===== src/rtl/pb_step_ctrl.sv =====
// Per-channel pushbutton synchroniser, debouncer and one-shot step pulser; PB_AUTOREPEAT_EN adds hold-to-repeat.
// Latency: clkEn pulses in the cycle after edge k+2+DEBOUNCE_CYCLES when a press is first sampled at edge k.
// Backpressure: none; buttons are sampled every cycle and pulses are never held off.
module pb_step_ctrl #(
    parameter int N_CH            = 2,
    parameter int DEBOUNCE_CYCLES = 4,
    parameter int REPEAT_DELAY    = 20,
    parameter int REPEAT_PERIOD   = 8,
    parameter int CNT_W           = 8
) (
    input  logic                  clk,
    input  logic                  reset,
    input  logic [N_CH-1:0]       clkPB,
    output logic [N_CH-1:0]       clkEn,
    output logic [N_CH-1:0]       pressed,
    output logic [N_CH*CNT_W-1:0] pulseCnt
);

    typedef enum logic [1:0] {IDLE, ARM, HELD, REL} state_t;

    localparam int DW = (DEBOUNCE_CYCLES > 1) ? $clog2(DEBOUNCE_CYCLES) : 1;
    localparam logic [DW-1:0] DLAST = DW'(DEBOUNCE_CYCLES - 1);

`ifdef PB_AUTOREPEAT_EN
    localparam int TW = $clog2(REPEAT_DELAY + 1);
    localparam int PW = $clog2(REPEAT_PERIOD);
    localparam logic [TW-1:0] T_FIRST = TW'(REPEAT_DELAY);
    localparam logic [TW-1:0] T_PRE   = TW'(REPEAT_DELAY - 1);
    localparam logic [PW-1:0] P_LAST  = PW'(REPEAT_PERIOD - 1);
`endif

    if (N_CH < 1 || DEBOUNCE_CYCLES < 1 || REPEAT_DELAY < 1 || REPEAT_PERIOD < 2 || CNT_W < 1) begin : g_bad_cfg
        $error("pb_step_ctrl: illegal parameter value");
    end

    for (genvar i = 0; i < N_CH; i++) begin : g_ch
        logic             sync1;
        logic             s;
        state_t           st;
        logic [DW-1:0]    dcnt;
        logic             en;
        logic             prs;
        logic [CNT_W-1:0] cnt;
`ifdef PB_AUTOREPEAT_EN
        // t saturates at REPEAT_DELAY; p then paces the periodic pulses
        logic [TW-1:0]    t;
        logic [PW-1:0]    p;
`endif

        always_ff @(posedge clk) begin
            if (reset) begin
                sync1 <= 1'b0;
                s     <= 1'b0;
                st    <= IDLE;
                dcnt  <= '0;
                en    <= 1'b0;
                prs   <= 1'b0;
                cnt   <= '0;
`ifdef PB_AUTOREPEAT_EN
                t     <= '0;
                p     <= '0;
`endif
            end else begin
                sync1 <= clkPB[i];
                s     <= sync1;
                en    <= 1'b0;
                cnt   <= cnt + CNT_W'(en);
                case (st)
                    IDLE: begin
                        if (s) begin
                            st   <= ARM;
                            dcnt <= '0;
                        end
                    end
                    ARM: begin
                        if (!s) begin
                            st <= IDLE;
                        end else if (dcnt == DLAST) begin
                            st  <= HELD;
                            en  <= 1'b1;
                            prs <= 1'b1;
`ifdef PB_AUTOREPEAT_EN
                            t   <= '0;
                            p   <= '0;
`endif
                        end else begin
                            dcnt <= dcnt + DW'(1);
                        end
                    end
                    HELD: begin
                        if (!s) begin
                            st   <= REL;
                            dcnt <= '0;
                        end else begin
`ifdef PB_AUTOREPEAT_EN
                            if (t != T_FIRST) begin
                                t <= t + TW'(1);
                                if (t == T_PRE) en <= 1'b1;
                            end else if (p == P_LAST) begin
                                p  <= '0;
                                en <= 1'b1;
                            end else begin
                                p <= p + PW'(1);
                            end
`endif
                        end
                    end
                    REL: begin
                        // a bounce back to 1 resumes the hold without a new pulse
                        if (s) begin
                            st <= HELD;
`ifdef PB_AUTOREPEAT_EN
                            t  <= '0;
                            p  <= '0;
`endif
                        end else if (dcnt == DLAST) begin
                            st  <= IDLE;
                            prs <= 1'b0;
                        end else begin
                            dcnt <= dcnt + DW'(1);
                        end
                    end
                    default: st <= IDLE;
                endcase
            end
        end

        assign clkEn[i]                    = en;
        assign pressed[i]                  = prs;
        assign pulseCnt[i*CNT_W +: CNT_W]  = cnt;
    end

endmodule


===== config.mk =====
export PLATFORM = sky130hd
export DESIGN_NAME = pb_step_ctrl
export DESIGN_NICKNAME = d
export VERILOG_FILES = /design/src/rtl/pb_step_ctrl.sv
export SDC_FILE = /design/constraint.sdc
export NUM_CORES = 1
export LEC_CHECK = 0
export CAP_MARGIN = 20
export CORE_MARGIN = 4
export CORE_UTILIZATION = 45
export DETAILED_ROUTE_END_ITERATION = 6
export HOLD_SLACK_MARGIN = 0.15
export PLACE_DENSITY = 0.8
export SETUP_SLACK_MARGIN = 0.05
export SYNTH_ARGS = -nofsm -noshare
export SYNTH_HDL_FRONTEND = slang
export SYNTH_SLANG_ARGS = --single-unit

===== constraint.sdc =====
create_clock -name clk -period 2.7 [get_ports clk]
set_input_delay 0.54 -clock clk [delete_from_list [all_inputs] [get_ports clk]]
set_output_delay 0.54 -clock clk [all_outputs]
set_load 0.02 [all_outputs]

==> flow_metrics.py, run 1 <==
metrics = {
    "outcome": {
        "status": "finished clean",
    },
    "layout": {
        "n_antenna_cell": 0,
        "layout-drive-gt1-share_pct": 7.98,
        "finalNetCount": 173,
        "multiInputGateArea_sq_um": 617,
        "final_cells": 194,
        "areaGrowthSynthToFinish_pct": 21.4,
        "regArea_sq_um": 641,
        "nFillCells": 234,
    },
    "yosys": {
        "ys_seq_area_share_pct": 48.4,
        "yosysTopAreaCell": "dfxtp_1",
        "synth.area.top_cells": "dfxtp_1 (48%), ha_1 (5.7%), nor2b_1 (5.7%), a21oi_1 (4.5%), nand3_1 (4.5%)",
        "netlist_area_sq_um": 1320,
        "syn_nets": 150,
        "synthCells": 140,
        "yosysWarnings": 0,
        "synth_top_area_share_pct": 48.4,
        "synth_cell_types": 25,
        "ys_seq_elements": 32,
        "avgSynthCellArea_sq_um": 9.46,
    },
    "global_route": {
        "grt_use_total_pct": 13.4,
        "grt_pass1_wl_um": 4330,
        "grt_overflow_total": 0,
        "grt_max_degree": 28,
        "first_global_vias": 1035,
        "antenna_found_initial": 0,
    },
    "sta": {
        "slew_headroom_pct": 80.4,
        "whs_ns": 0.444,
        "tns_ns": 0,
        "post-route-period-util_pct": 71.8,
        "setup_viol_count_final": 0,
        "fmax_ghz": 0.516,
        "rsz0062_at_grt": "false",
        "hold_viol": 0,
        "finalCriticalPeriod_ns": 1.94,
        "clock_skew_ns": 0.00441,
        "slew_violations": 0,
        "setup_ws_ns": 0.760,
        "worstMarginPinSlew_ns": 0.294,
    },
    "placement": {
        "place_ws_ns": 0.957,
        "place.gp.congestion": 0.685,
        "hpwl_um": 1740,
        "numPortBuffers": 23,
        "placed_cells": 187,
    },
    "floorplanning": {
        "start_util_pct": 47.6,
        "dieWidth_um": 62.2,
        "rows": 19,
        "ios": 24,
        "core_sq_um": 2780,
        "fp.dieH_um": 62.2,
        "die_area_sq_um": 3870,
    },
    "routing": {
        "vias": 997,
        "wl_um": 2370,
        "dr.pass1.iters": 4,
        "vias_per_cell": 5.14,
        "drt_iter0_markers": 6,
        "wl_per_cell_um": 12.2,
        "ant_nets": 0,
        "drc": 0,
    },
    "power": {
        "peakVddDrop_v": 0.000411,
        "p_leak_nw": 0.623,
        "finalPower_mw": 0.812,
        "power_density_nw_per_um2": 506,
    },
    "critical_path": {
        "cp_slowest_cell": "clkdlybuf4s50_1",
        "r2r-start": "g_ch[0].cnt[0]",
        "path_class": "reg -> out",
        "cpPeakStageDelay_ns": 0.65,
        "crit_path_end_kind": "output pin",
        "crit_required_ns": 2.16,
        "critPathLaunchType": "flip-flop",
        "crit_family": "buffers and inverters",
        "path_buf_inv": 1,
        "worstPathMaxFanout": 6,
        "crit_path_start": "g_ch[0].cnt[2]",
        "worst_ep_arrival_time_ns": 1.40,
        "timing.critical_path.cells": "clkdlybuf4s50_1",
    },
    "clock_tree": {
        "numCtsBuffers": 5,
        "cts_setup_buffers": 0,
        "clk_path_buf_depth": 2,
        "clkLatencyLatePin_ns": 0.32,
        "cts_tree": "done",
        "cts_hold_buf": 0,
        "clock_sinks": 32,
        "clkTransAtPathRegs_ns": 0.09,
        "clock_tree.root_cell": "clkbuf_4",
        "cts_resized": 0,
        "htree_levels": 2,
    },
    "run": {
        "cap_viol_max_count": 0,
    },
    "hold_path": {
        "hold_start": "g_ch[0].sync1",
        "hold_class": "reg -> reg",
    },
}
## cell families after synthesis
| family | after synthesis | synth area share (%) |
|---|---|---|
| buffers and inverters | 10 | 5.01 |
| DFF | 32 | 48.4 |
| muxes | 2 | 1.70 |
| adders and majority gates | 6 | 5.67 |
| and+or+nand+nor | 56 | 22.6 |
| xor gates and xnor gates | 10 | 6.62 |
| AOI/OAI and AO/OA | 24 | 10.0 |
## report_power, final
group          switching (mW)  internal (mW)  leakage, nW
combinational          0.0176         0.0169        0.327
clock                   0.148          0.148       0.0374
sequential            0.00437          0.478        0.259
total                   0.170          0.643        0.623
## metal layers
layer / wire length (um) / global-route usage (%) / up-vias
li1: - / - / 517
met1: 1150 / 16.3 / 451
met2: 1080 / 21.4 / 22
met3: 108 / 4.86 / 7
met4: 34 / 4.88 / 0
met5: 0 / 0 / -
## cell usage in the layout (no fill, tap or decap), drive strengths merged
cell type / synthesis / layout
xnor2: 4 / 4
nor2b: 12 / 12
nand3: 12 / 12
mux2: 2 / 2
and3: 2 / 2
nand2b: 2 / 2
o21ai: 8 / 8
nand3b: 2 / 2
a21o: 2 / 2
inv: 2 / 2
and2: 4 / 4
buf: 8 / 1
dfxtp: 32 / 32
nand2: 4 / 4
a31o: 2 / 2
a21oi: 12 / 12
nor3: 4 / 4
nand4: 2 / 2
or3: 2 / 2
clkbuf: 0 / 7
clkdlybuf4s50: 0 / 23
nor2: 10 / 10
ha: 6 / 6
xor2: 6 / 6
## worst paths after layout
check              endpoint  slack [ns]  depth (start not counted)
max             pulseCnt[2]        0.76                          1
min               g_ch[0].s        0.44                          1
max reg2reg  g_ch[0].cnt[6]        1.35                          4
min reg2reg       g_ch[0].s        0.44                          1
## metrics by stage
stage	util, %	area (sq um)
5_1_grt	57.8	1610
3_5_place_dp	55.4	1540
3_3_place_gp	55.4	1540
4_1_cts	57.8	1610
2_1_floorplan	-	1320
6_report	57.8	1610
## cells in the mapped netlist (all sizes together)
| library cell | n |
|---|---|
| or3 | 2 |
| xnor2 | 4 |
| and3 | 2 |
| dfxtp | 32 |
| inv | 2 |
| nand4 | 2 |
| xor2 | 6 |
| nand2 | 4 |
| a21o | 2 |
| nand3b | 2 |
| a31o | 2 |
| nor2 | 10 |
| ha | 6 |
| o21ai | 8 |
| mux2 | 2 |
| nor2b | 12 |
| nor3 | 4 |
| nand3 | 12 |
| and2 | 4 |
| a21oi | 12 |
| buf | 8 |
| nand2b | 2 |
## cell type report
cell class                      instances  area share (%)
Tap cell                               31            2.41
Sequential cell                        32            39.9
Multi-Input combinational cell         98            38.4
Timing Repair Buffer                   24            14.8
Clock buffer                            7            4.05
Inverter                                2           0.467
## sequential cells by signal, indices dropped and copies added (netlist names), named ones only
name,cells
g_ch.cnt,16
g_ch.dcnt,4
g_ch.en,2
g_ch.prs,2
g_ch.s,2
g_ch.st,2
g_ch.sync1,2
Note: power is estimated with default switching activity, not from simulation.
==> inputs of run 2 (changes only) <==
- PLACE_DENSITY: 0.8 -> 0.83
- clock period: 2.7 -> 1.56 ns (I/O delays scaled with it)
==> run 2 against run 1 <==
Net effect: register-to-register slack lost 1.2 ns; die area did not move; flip-flop and latch count is the same; setup slack worse by 0.63 ns; core utilization decreased by 0.090 points.
==> flow_metrics.py, run 2 (same netlist as run 1, synthesis figures left out) <==
metrics = {
    "outcome": {
        "status": "finished clean",
    },
    "power": {
        "p_leak_nw": 0.722,
        "finalPower_mw": 1.52,
        "peakVddDrop_v": 0.000886,
        "power_density_nw_per_um2": 950,
    },
    "placement": {
        "place_ws_ns": 0.0394,
        "place.gp.congestion": 0.745,
        "placed_cells": 188,
        "numPortBuffers": 23,
        "hpwl_um": 1850,
        "dpl_cell_area_sq_um": 1550,
    },
    "routing": {
        "drt_iter0_markers": 33,
        "dr.pass1.iters": 4,
        "drc": 0,
        "ant_nets": 0,
        "wl_um": 2700,
        "vias": 1018,
        "vias_per_cell": 5.19,
        "wl_per_cell_um": 13.8,
    },
    "floorplanning": {
        "ios": 24,
        "core_sq_um": 2780,
        "die_area_sq_um": 3870,
        "rows": 19,
        "start_util_pct": 47.6,
        "fp.dieH_um": 62.2,
        "dieWidth_um": 62.2,
    },
    "layout": {
        "regArea_sq_um": 642,
        "finalNetCount": 174,
        "utilization_pct": 57.7,
        "layout-drive-gt1-share_pct": 9.09,
        "multiInputGateArea_sq_um": 617,
        "n_antenna_cell": 0,
        "layout_common_cells": "dfxtp_1 (31), dlygate4sd2_1 (18), nor2b_1 (12), nand3_1 (12), a21oi_1 (12)",
        "final_common_cell": "dfxtp_1",
        "largest_reg_flops": 16,
        "areaGrowthSynthToFinish_pct": 21.2,
        "final_cells": 196,
        "nFillCells": 240,
        "top_regs": "g_ch.cnt: 16 flops, g_ch.dcnt: 4 flops",
        "top_register": "g_ch.cnt",
        "final_cell_area_sq_um": 1600,
    },
    "sta": {
        "hold_viol": 0,
        "fmax_ghz": 0.699,
        "slew_violations": 0,
        "setup_viol_count_final": 0,
        "post-route-period-util_pct": 91.7,
        "finalCriticalPeriod_ns": 1.43,
        "whs_ns": 0.431,
        "worstMarginPinSlew_ns": 0.345,
        "rsz0062_at_grt": "false",
        "clock_skew_ns": 0.0113,
        "tns_ns": 0,
        "slew_headroom_pct": 77.0,
        "setup_ws_ns": 0.129,
    },
    "critical_path": {
        "worst_ep_arrival_time_ns": 1.12,
        "crit_family": "flip-flops",
        "worstPathMaxFanout": 5,
        "timing.critical_path.cells": "dlygate4sd2_1",
        "crit_required_ns": 1.25,
        "crit_path_end_kind": "output pin",
        "path_class": "reg -> out",
        "path_buf_inv": 1,
        "critPathLaunchType": "flip-flop",
        "cp_slowest_cell": "dfxtp_1",
        "cpPeakStageDelay_ns": 0.42,
    },
    "clock_tree": {
        "numCtsBuffers": 5,
        "clock_tree.root_cell": "clkbuf_4",
        "clock_sinks": 32,
        "clk_path_buf_depth": 2,
        "cts_tree": "done",
        "clkLatencyLatePin_ns": 0.34,
        "cts_setup_buffers": 0,
        "clkTransAtPathRegs_ns": 0.11,
        "htree_levels": 2,
    },
    "global_route": {
        "grt_pass1_wl_um": 4670,
        "first_global_vias": 1053,
        "grt_max_degree": 15,
        "grt_overflow_total": 0,
        "grt_use_total_pct": 14.9,
        "antenna_found_initial": 0,
    },
    "run": {
        "cap_viol_max_count": 0,
    },
    "hold_path": {
        "hold_class": "reg -> reg",
    },
}
run 2: cell type report:
type	instances	share of cell area (%)
Sequential cell	32	40.0
Multi-Input combinational cell	98	38.5
Timing Repair Buffer	25	13.9
Clock buffer	6	2.57
Tap cell	31	2.42
Clock inverter	2	2.18
Inverter	2	0.468
run 2: repair_timing:
item / 4_1_cts / 5_1_grt
cloned: 0 / 0
gates resized for setup: 20 / 3
endpoints found under the hold margin: 0 / 0
hold buffers: 0 / 0
setup endpoints to repair: 20 / 3
run 2: per-layer routing:
| layer | track usage (%) | wire [um] | up-vias |
|---|---|---|---|
| li1 | - | - | 522 |
| met1 | 16.9 | 1170 | 463 |
| met2 | 24.7 | 1340 | 29 |
| met3 | 6.67 | 160 | 4 |
| met4 | 5.15 | 29 | 0 |
| met5 | 0 | 0 | - |
run 2: where the power goes:
part	switching, mW	leakage, nW	internal (mW)
sequential	0.00794	0.259	0.828
combinational	0.0328	0.420	0.0276
clock	0.292	0.0422	0.336
run 2: final timing paths:
check | from | to | slack [ns] | depth (start not counted)
setup / recovery | g_ch[1].cnt[3] | pulseCnt[11] | 0.13 | 1
setup reg to reg | g_ch[0].cnt[0] | g_ch[0].cnt[6] | 0.18 | 4
hold / removal | g_ch[1].sync1 | g_ch[1].s | 0.43 | 1
hold reg to reg | g_ch[1].sync1 | g_ch[1].s | 0.43 | 1
